<file path="config.mk">
export PLATFORM = sky130hd
export DESIGN_NAME = flash_responder
export DESIGN_NICKNAME = d
export VERILOG_FILES = /design/src/rtl/flash_responder.sv
export SDC_FILE = /design/constraint.sdc
export NUM_CORES = 1
export LEC_CHECK = 0
export CORE_ASPECT_RATIO = 1.5
export CORE_MARGIN = 4
export CORE_UTILIZATION = 45
export CTS_CLUSTER_DIAMETER = 30
export DETAILED_ROUTE_END_ITERATION = 8
export HOLD_SLACK_MARGIN = 0.08
export PLACE_DENSITY = 0.68
export SYNTH_ARGS = -nofsm -noshare
export SYNTH_HDL_FRONTEND = slang
export SYNTH_SLANG_ARGS = --single-unit
</file>
<file path="constraint.sdc">
create_clock -name clk -period 6.4 [get_ports clk]
set_input_delay 0.96 -clock clk [delete_from_list [all_inputs] [get_ports clk]]
set_output_delay 0.96 -clock clk [all_outputs]
set_load 0.01 [all_outputs]
</file>
<file path="src/rtl/flash_responder.sv">
// flash_responder: SPI fast-read flash target; decodes cmd/addr/dummy on spi0,
// fetches one word from a synchronous memory port and returns it MSB-first on spi1.
module flash_responder #(
  parameter int          DUMMY_NUMBER = 15,
  parameter int          MEM_LATENCY  = 1,
  parameter logic [7:0]  CMD_READ     = 8'h0B
) (
  input  logic        clk,
  input  logic        rst,
  input  logic        spi_clk,
  input  logic        spi_sel,
  input  logic        spi0,
  output logic        spi1,
  output logic        mem_rd,
  output logic [23:0] mem_addr,
  input  logic [31:0] mem_rdata,
  output logic        cmd_err,
  output logic        xfer_done
);
  localparam int LW = $clog2(MEM_LATENCY + 1);
  localparam logic [4:0] DLAST = 5'(DUMMY_NUMBER - 1);
  typedef enum logic [2:0] {IDLE, CMD, ADDR, DUMMY, DATA, IGNORE} state_t;
  state_t r_state, w_next;
  logic          w_sample, w_shift, w_load;
  logic [4:0]    r_cnt;
  logic [7:0]    r_cmd;
  logic [23:0]   r_addr, r_mem_addr;
  logic [31:0]   r_tx;
  logic [LW-1:0] r_lat;
  logic          r_pend, r_spi1, r_mem_rd, r_cmd_err, r_xfer_done;
  assign w_sample = !spi_sel && !spi_clk;
  assign w_shift  = !spi_sel && spi_clk;
  assign w_load   = r_pend && r_lat == '0;
  always_ff @(posedge clk or posedge rst)
    if (rst) r_state <= IDLE;
    else     r_state <= w_next;
  always_comb begin
    w_next = r_state;
    case (r_state)
      IDLE:    if (!spi_sel) w_next = CMD;
      CMD:     if (w_sample && r_cnt == 5'd7)
                 w_next = ({r_cmd[6:0], spi0} == CMD_READ) ? ADDR : IGNORE;
      ADDR:    if (w_sample && r_cnt == 5'd23) w_next = DUMMY;
      DUMMY:   if (w_sample && r_cnt == DLAST) w_next = DATA;
      DATA:    if (w_sample && r_cnt == 5'd31) w_next = IGNORE;
      default: w_next = r_state;
    endcase
    if (spi_sel) w_next = IDLE;
  end
  always_ff @(posedge clk or posedge rst)
    if (rst) begin
      r_cnt       <= '0;
      r_cmd       <= '0;
      r_addr      <= '0;
      r_mem_addr  <= '0;
      r_tx        <= '0;
      r_lat       <= '0;
      r_pend      <= 1'b0;
      r_spi1      <= 1'b0;
      r_mem_rd    <= 1'b0;
      r_cmd_err   <= 1'b0;
      r_xfer_done <= 1'b0;
    end else begin
      r_mem_rd    <= 1'b0;
      r_cmd_err   <= r_state == CMD && w_next == IGNORE;
      r_xfer_done <= r_state == DATA && w_next == IGNORE;
      r_cnt       <= (w_next != r_state) ? 5'd0 : r_cnt + {4'd0, w_sample};
      if (r_state == CMD && w_sample) r_cmd <= {r_cmd[6:0], spi0};
      if (r_state == ADDR && w_sample) r_addr <= {r_addr[22:0], spi0};
      if (r_state == ADDR && w_next == DUMMY) begin
        r_mem_rd   <= 1'b1;
        r_mem_addr <= {r_addr[22:0], spi0};
        r_pend     <= 1'b1;
        r_lat      <= LW'(MEM_LATENCY);
      end else if (r_pend) begin
        r_pend <= !w_load;
        r_lat  <= w_load ? r_lat : r_lat - 1'b1;
      end
      if (r_state == DATA && w_shift) begin
        r_spi1 <= r_tx[31];
        r_tx   <= {r_tx[30:0], 1'b0};
      end else if (w_load) r_tx <= mem_rdata;
      // deselect abandons everything; an in-flight memory read is simply never loaded
      if (spi_sel) begin
        r_cnt  <= '0;
        r_cmd  <= '0;
        r_addr <= '0;
        r_tx   <= '0;
        r_lat  <= '0;
        r_pend <= 1'b0;
        r_spi1 <= 1'b0;
      end
    end
  always_comb begin
    spi1      = r_state == DATA && r_spi1;
    mem_rd    = r_mem_rd;
    mem_addr  = r_mem_addr;
    cmd_err   = r_cmd_err;
    xfer_done = r_xfer_done;
  end
endmodule
</file>
==> flow_summary.json <==
{
  "status": "finished clean",
  "cp_common_cell": "buf_4",
  "crit_family": "simple AND/OR/NAND/NOR gates",
  "firstDrtPassIters": 4,
  "synth_most_common_cell": "dfrtp_1",
  "min_period_ps": 3190,
  "synth_area_leaders": "dfrtp_1 55%, nand2_1 7.5%, mux2i_1 7.4%, mux2_4 5.6%, o31ai_1 5.1%",
  "tns_ps": 0,
  "crit_chain": "clkdlybuf4s50_1 -> buf_4 -> and4bb_1 -> nand3_1 -> or4_1 -> buf_4 -> mux2_4",
  "yosysWarningCount": 0,
  "dieArea_um2": 11900,
  "yosysSeqAreaShare": 0.547,
  "cts_tree": "yes",
  "synth_top_area_frac": 0.547,
  "synth-seq-cells": 100,
  "drive_above_1_share": 0.105,
  "die_h_um": 131,
  "synthesis.instances": 417,
  "rows": 44,
  "gp_congestion": 0.857,
  "drv_cap": 0,
  "critPathMaxFanout": 43,
  "ios": 65,
  "drtIter0Drc": 141,
  "grt_max_degree": 63,
  "wl_per_cell_um": 15.0,
  "wirelength_um": 8770,
  "htreeDepth": 3,
  "finalClockSkew_ps": 4.59,
  "synthesis.nets": 456,
  "grt-ovfl-total": 0,
  "p_leak_nw": 2.52,
  "slew_viol_final": 0,
  "rsz0062_at_grt": "no",
  "postSynthAreaPerCell_um2": 11.0,
  "grt_first_pass_wirelength_um": 15000,
  "area_delta_synth_final_pct": 21.4,
  "clockBufferDepth": 2,
  "clkLatencyLatePin_ps": 340,
  "nNetsFinal": 503,
  "hold_viol": 0,
  "grt_antenna_before_repair": 0,
  "grt_pass1_vias": 3255,
  "path_buf_inv": 3,
  "hold_buffers": 0,
  "viasPerCell": 5.57,
  "hpwlAfterDp_um": 5840,
  "cp.required_ps": 6620,
  "cts_num_sinks": 100,
  "crit_slowest_cell": "or4_1",
  "cts-root-buf": "clkbuf_16",
  "cts_setup_buffers": 0,
  "powerDensity_nw_per_um2": 223,
  "portBuffers": 64,
  "start_util": 0.467,
  "synthArstFlopShare": 1.00,
  "fp.dieW_um": 90.3,
  "n_fill_cell": 856,
  "fmax_ghz": 0.313,
  "drtAntennaViolNets": 0,
  "core_um2": 9800,
  "cp-end-kind": "register",
  "cts_made_buffers": 9,
  "cts.repair.resized": 0,
  "grt_usage": 0.152,
  "maxSlewHeadroom": 0.289,
  "total_power_mw": 1.24,
  "antenna_cells": 0,
  "crit_type": "input pin to register",
  "fin_crit_sh": 0.498,
  "drc_errors": 0,
  "arrival_ps": 3410,
  "synth_flop_cell": "dfrtp_1",
  "synth_top_area_cell": "dfrtp_1",
  "synth_edf_count": 0,
  "cpPeakStageDelay_ps": 530,
  "routed-via-count": 3245,
  "cp-start-kind": "input pin",
  "yosysUniqueCellTypes": 39,
  "worst_pin_slew_ps": 1060,
  "hold_path.class": "register to register",
  "syn_area_um2": 4570,
  "setup_viol": 0,
  "synth_common_cells": "100 x dfrtp_1, 91 x nand2_1, 34 x mux2i_1",
  "vdd_drop_max_mv": 0.146,
  "path_clk_slew_ps": 60
}
[final cells by class]
| type | count | area [um2] | area share |
|---|---|---|---|
| sequential | 100 | 2500 | 0.451 |
| tap | 115 | 144 | 0.0259 |
| timing repair buffer | 72 | 701 | 0.126 |
| clock inverter | 2 | 10.0 | 0.00180 |
| clock buffer | 13 | 260 | 0.0469 |
| multi-input combinational | 274 | 1900 | 0.343 |
| inverter | 7 | 28.8 | 0.00518 |
[path summary, 6_finish.rpt]
path                                       from                        to  slack [ps]  cells after the start
setup / recovery                        spi_sel   mem_addr[3]$_DFFE_PP0P_        3210                      7
hold / removal             r_tx[21]$_DFFE_PP0P_      r_tx[21]$_DFFE_PP0P_         470                      2
setup reg to reg           r_state[1]$_DFF_PP0_   mem_addr[3]$_DFFE_PP0P_        3930                      5
hold reg to reg            r_tx[21]$_DFFE_PP0P_      r_tx[21]$_DFFE_PP0P_         470                      2
max in group asynchronous                   rst  mem_addr[19]$_DFFE_PP0P_        4270                      3
min in group asynchronous                   rst          mem_rd$_DFF_PP0_        1010                      2
[per-layer routing]
layer | wire (um) | global-route usage | share of wire
met5 | 0 | 0 | 0
met4 | 184 | 0.0750 | 0.021
met3 | 299 | 0.0235 | 0.034
met2 | 4460 | 0.274 | 0.51
met1 | 3820 | 0.175 | 0.44
[where the power goes]
part           leakage [nW]  switching (mW)  internal, mW  total [mW]
Clock                 0.135           0.215         0.282       0.496
Sequential             1.37          0.0106         0.648       0.659
Combinational          1.02          0.0441        0.0358      0.0799
[metrics by stage]
stage	std cells	hold slack (ps)	setup slack [ps]	cell area [um2]	util
finish	583	475	3210	5550	0.566
global route	583	512	3070	5550	0.566
CTS	583	480	3210	5550	0.566
detailed placement	568	466	2860	5280	0.539
global placement	568	459	2910	5280	0.539
floorplan	417	448	2820	4570	-
[worst register-to-register path: stages, from the launching register on]
cell and delay [ps]:
dfrtp_1 640, or3b_1 390, buf_4 220, or4_1 470, buf_4 290, mux2_4 350
[state kept, by name (all words and copies together) (netlist names)]
| name | flops |
|---|---|
| r_state | 3 |
| r_addr | 23 |
| r_pend | 1 |
| r_cmd | 7 |
| mem_addr | 24 |
| mem_rd | 1 |
| r_spi1 | 1 |
| r_lat | 1 |
| r_tx | 32 |
| cmd_err | 1 |
| xfer_done | 1 |
| r_cnt | 5 |
[layout by cell type (no fill, tap or decap), types with 2 or more instances in the layout]
| cell | instances |
|---|---|
| clkdlybuf4s50_1 | 64 |
| nor3_2 | 2 |
| o221ai_1 | 2 |
| a41oi_1 | 2 |
| nor2b_1 | 2 |
| nor3b_1 | 2 |
| clkbuf_1 | 2 |
| buf_4 | 8 |
| nor2_1 | 10 |
| mux2i_1 | 34 |
| a21oi_1 | 4 |
| clkbuf_16 | 9 |
| nand2_1 | 91 |
| ha_1 | 2 |
| dfrtp_1 | 100 |
| clkinv_2 | 2 |
| xnor2_1 | 2 |
| nand2b_1 | 3 |
| nor4bb_1 | 2 |
| mux2_4 | 17 |
| mux2_2 | 7 |
| nand4_1 | 3 |
| nand3_1 | 18 |
| o31ai_1 | 31 |
| o211ai_1 | 23 |
| clkbuf_8 | 2 |
| inv_1 | 6 |
| nor4b_1 | 2 |
[logic make-up after synthesis]
family,count (synthesis),share of synthesized area
simple gates,144,0.144
flops,100,0.547
compound gates,67,0.109
mux,58,0.148
buf+inv,43,0.0416
xor+xnor,3,0.00575
fa+ha+maj,2,0.00547
No activity file was read; power rests on OpenSTA's default activity.
